==> config.mk <==
export PLATFORM = sky130hd
export DESIGN_NAME = mutex_merge_arbiter
export DESIGN_NICKNAME = d
export VERILOG_FILES = /design/src/rtl/mutex_merge_arbiter.sv
export SDC_FILE = /design/constraint.sdc
export NUM_CORES = 1
export LEC_CHECK = 0
export ABC_AREA = 1
export CAP_MARGIN = 30
export CORE_MARGIN = 4
export CORE_UTILIZATION = 45
export CTS_CLUSTER_SIZE = 12
export DETAILED_ROUTE_END_ITERATION = 8
export GPL_ROUTABILITY_DRIVEN = 0
export PLACE_DENSITY = 0.73
export SLEW_MARGIN = 40
export SYNTH_ARGS = -nofsm -noshare
export SYNTH_HDL_FRONTEND = slang
export SYNTH_SLANG_ARGS = --single-unit
==> constraint.sdc <==
create_clock -name clk -period 1.75 [get_ports clk]
set_input_delay 0.175 -clock clk [delete_from_list [all_inputs] [get_ports clk]]
set_output_delay 0.175 -clock clk [all_outputs]
set_load 0.1 [all_outputs]
==> src/rtl/mutex_merge_arbiter.sv <==
// Round-robin arbiter owning a single drive/free channel into a mutex-merge stage.
// Serializes requesters so at most one drive is in flight, with a WAIT watchdog and spurious-free detection.
module mutex_merge_arbiter #(
  parameter int unsigned N       = 4,
  parameter int unsigned TIMEOUT = 200,
  parameter int unsigned IDW     = $clog2(N)
) (
  input  logic           clk,
  input  logic           rst,
  input  logic [N-1:0]   i_req,
  output logic [N-1:0]   o_grant,
  output logic           o_driveNext,
  input  logic           i_freeNext,
  output logic [N-1:0]   o_free,
  output logic           o_busy,
  output logic [IDW-1:0] o_last_id,
  output logic [1:0]     o_err
);

  localparam int unsigned WDW = 16;

  typedef enum logic [1:0] {
    S_IDLE,
    S_DRIVE,
    S_WAIT,
    S_RELEASE
  } state_t;

  state_t         state;
  logic [IDW-1:0] rr_ptr;
  logic [WDW-1:0] wdog;
  logic [IDW-1:0] pick_idx;
  logic           pick_vld;

  // Index arithmetic modulo N for the rotating priority pointer.
  function automatic logic [IDW-1:0] wrap_add(input logic [IDW-1:0] base, input int unsigned off);
    int unsigned s;
    s = 32'(base) + off;
    if (s >= N) s = s - N;
    return IDW'(s);
  endfunction

  // First requester at or above rr_ptr; scanning farthest-first lets the nearest win.
  always_comb begin
    logic [IDW-1:0] cand;
    pick_idx = '0;
    pick_vld = 1'b0;
    cand     = '0;
    for (int unsigned k = 0; k < N; k++) begin
      cand = wrap_add(rr_ptr, N - 1 - k);
      if (i_req[cand]) begin
        pick_idx = cand;
        pick_vld = 1'b1;
      end
    end
  end

  always_ff @(posedge clk) begin
    if (rst) begin
      state       <= S_IDLE;
      rr_ptr      <= '0;
      wdog        <= '0;
      o_grant     <= '0;
      o_driveNext <= 1'b0;
      o_free      <= '0;
      o_busy      <= 1'b0;
      o_last_id   <= '0;
      o_err       <= '0;
    end else begin
      // A free outside WAIT never belongs to an in-flight drive.
      if (i_freeNext && (state != S_WAIT)) o_err[1] <= 1'b1;

      case (state)
        S_IDLE: begin
          if (pick_vld) begin
            o_grant     <= N'(1) << pick_idx;
            o_last_id   <= pick_idx;
            o_driveNext <= 1'b1;
            o_busy      <= 1'b1;
            state       <= S_DRIVE;
          end
        end

        S_DRIVE: begin
          o_driveNext <= 1'b0;
          wdog        <= '0;
          state       <= S_WAIT;
        end

        S_WAIT: begin
          if (i_freeNext) begin
            o_free <= o_grant;
            state  <= S_RELEASE;
          end else if (wdog == WDW'(TIMEOUT - 1)) begin
            // Abort still releases the owner so it is never left blocked.
            o_err[0] <= 1'b1;
            o_free   <= o_grant;
            state    <= S_RELEASE;
          end else begin
            wdog <= wdog + WDW'(1);
          end
        end

        S_RELEASE: begin
          o_free  <= '0;
          o_grant <= '0;
          o_busy  <= 1'b0;
          rr_ptr  <= wrap_add(o_last_id, 1);
          state   <= S_IDLE;
        end

        default: state <= S_IDLE;
      endcase
    end
  end

endmodule

==> out/metrics.yaml <==
async_reset_ff_share_pct: 0
clk_root_buffer_cell: "clkbuf_8"
finalSetupViolations: 0
peakVddDrop_v: 0.0005596
routed-via-count: 1935
final.min_clock_period_ns: 1.663
holdBufCountCts: 0
yosys_warnings: 0
layout.cells.most_common_list: "nand2_1, dfxtp_1, buf_4, a21oi_1"
yosysTopAreaCellShare_pct: 35.32
die_width_um: 73.44
syn_area_um2: 1927
antenna_found_initial: 0
grt_util_all_layers_pct: 18.02
areal_power_density_over_the_cells_nw_per_um2: 1486
cts_num_sinks: 34
critical_path_arrival_ns: 1.83
finalHoldViolations: 0
crit_required_ns: 1.92
relSlewSlack_pct: 65.87
post_synth_fa_ha_maj_area_fraction_pct: 3.896
std_cell_rows: 23
setup_tns_ns: 0
h-tree-depth: 2
dp.final_hpwl_um: 3381
worstReg2RegStart: "wdog[0]"
synth_simple_gate_area_share_pct: 35.91
area_growth_pct: 21.49
final_min_period_over_clock_period_pct: 95.02
max-clock-path-buffers: 2
insertion_delay_ns: 0.29
synth.largest_area_cell: "dfxtp_1"
drt_iter0_markers: 195
largest_family_of_logic_cells_by_synthesized_area: "simple AND/OR/NAND/NOR gates"
hold-path-endpoint: "wdog[0]"
io_buffers: 20
timing.final.max_slew_violations: 0
diodes: 0
setup.reg_to_reg.worst_slack_ns: 0.09
fin_nets: 335
first_pass_iters: 4
drt-vias-per-instance: 5.188
postLayoutSetupSlackWorst_ns: 0.08720
ys_seq_area_share_pct: 35.32
synth.ff_latch_count: 34
synth_edf_count: 0
top_level_ports: 21
critical_setup_path_kind: "reg2reg"
routed_wirelength_um: 4628
utilization_pct: 57.69
status: "finished clean"
reg2reg_depth: 9
worst_hold_startpoint: "wdog[0]"
place_area_um2: 2191
critPathMaxFanout: 7
globalRoute.totalOverflow: 0
detail-route-antenna-nets: 0
rsz0062_at_grt: "no"
synth_top_flop_cell: "dfxtp_1"
number_of_global_route_vias_before_repair: 1652
synth-xor-area-share_pct: 1.364
layout_commonest_cell: "nand2_1"
yosys-top-cells-area: "dfxtp_1, nand2_1, a21oi_1"
share_of_post_route_cells_with_drive_strength_above_1_pct: 19.50
grt_pass1_wl_um: 7638
die_h_um: 73.44
worst-slew-pin-transition_ns: 0.5114
static_leakage_nw: 0.9476
drcViolationCount: 0
synthesis.nets: 300
worst_r2r_endpoint: "wdog[14]"
cts_tree: "yes"
fill_cells: 381
fmaxAchievable_mhz: 601.4
synthDistinctLibCells: 31
final.setup_skew_ns: 0.009015
layout.cell_area.non_filler_um2: 2341
post_drt_wl_per_cell_um: 12.41
dieArea_um2: 5393
cap_violations: 0
floorplan.core_area_um2: 4058
worst_hold_path_type: "reg2reg"
clk_pin_slew_ns: 0.07
placement.setup.worst_slack_ns: 0.06112
cp-end-kind: "register"
synth.area.mux_share_pct: 0
avgSynthCellArea_um2: 6.714
postSynthCellCount: 287
area_fraction_in_compound_gates_after_synthesis_pct: 15.97
largest_net_degree_at_the_start_of_global_routing: 18
critPathLaunchType: "register"
numCtsBuffers: 5
floorplan.initialDensity_pct: 47.49
whs_path_depth: 1
-- how the worst max path moves through the flow --
| stage | start | to | cells past startpoint |
|---|---|---|---|
| final | wdog[0] | wdog[14] | 9 |
| after global routing | wdog[0] | wdog[8] | 9 |
| after CTS | state[0] | wdog[8] | 9 |
| after detailed placement | i_req[0] | o_grant[0] | 11 |
| after global placement | i_req[0] | o_grant[0] | 11 |
| after floorplan | state[0] | wdog[6] | 11 |
-- cell usage after synthesis (2+ instances only) --
cell,number
nand3_1,14
xor2_1,3
inv_1,25
nand2_1,91
o21ai_0,17
ha_1,6
a21oi_1,27
dfxtp_1,34
clkbuf_1,2
nor3_1,6
nor2_1,23
buf_6,2
nor3_2,2
nand2_2,4
nand4_1,10
nand2_4,2
a21oi_2,5
-- per-layer routing --
metal | global-route usage, % | vias up | wire, um
met3 | 4.104 | 9 | 259
met1 | 25.61 | 860 | 2286
met2 | 27.21 | 54 | 2025
met5 | 0 | - | 0
li1 | - | 1012 | -
met4 | 5.231 | 0 | 56
-- stage by stage --
step,power [mW],hold slack [ns],cells
global route,3.669,0.4597,373
global placement,2.773,0.4457,361
CTS,3.397,0.4666,369
detailed placement,2.785,0.4552,361
finish,3.478,0.4528,373
floorplan,2.405,0.3197,287
-- critical path: stages (launching register included) --
cell	delay, ns
dfxtp_2	0.35
ha_1	0.18
nand2_1	0.11
nor3_2	0.19
nand2_2	0.10
nand2_4	0.14
buf_4	0.15
clkinvlp_4	0.14
o21ai_0	0.11
a21oi_1	0.08
-- logic make-up after synthesis --
group,after synthesis
xor gates and xnor gates,3
buffers and inverters,33
AOI/OAI and AO/OA,55
adders and majority gates,6
DFF,34
and+or+nand+nor,156
-- power by group --
group | internal (mW) | switching (mW) | leakage [nW]
sequential | 0.899 | 0.110 | 0.278
clock | 0.316 | 0.299 | 0.0472
combinational | 0.489 | 1.36 | 0.622
total | 1.70 | 1.77 | 0.948
-- layout make-up --
cell class,instances,area (um^2),area share [%]
Timing Repair Buffer,34,270.3,11.54
Clock inverter,2,12.51,0.5345
Sequential cell,34,685.7,29.29
Timing Repair inverter,1,7.507,0.3207
Tap cell,50,62.56,2.672
Clock buffer,6,82.58,3.528
Multi-Input combinational cell,220,1114,47.57
Inverter,26,106.4,4.543
-- sequential cells by signal, summed over array words and instances, names as in the netlist --
register,flops
rr_ptr,2
wdog,16
o_free,4
o_busy,1
o_err,2
o_driveNext,1
o_grant,4
o_last_id,2
state,2
-- timing repair --
item	4_1_cts	5_1_grt
resized for setup	0	13
endpoints found under the setup margin	0	24
buffers inserted	0	3
Note: power is estimated with default switching activity, not from simulation.
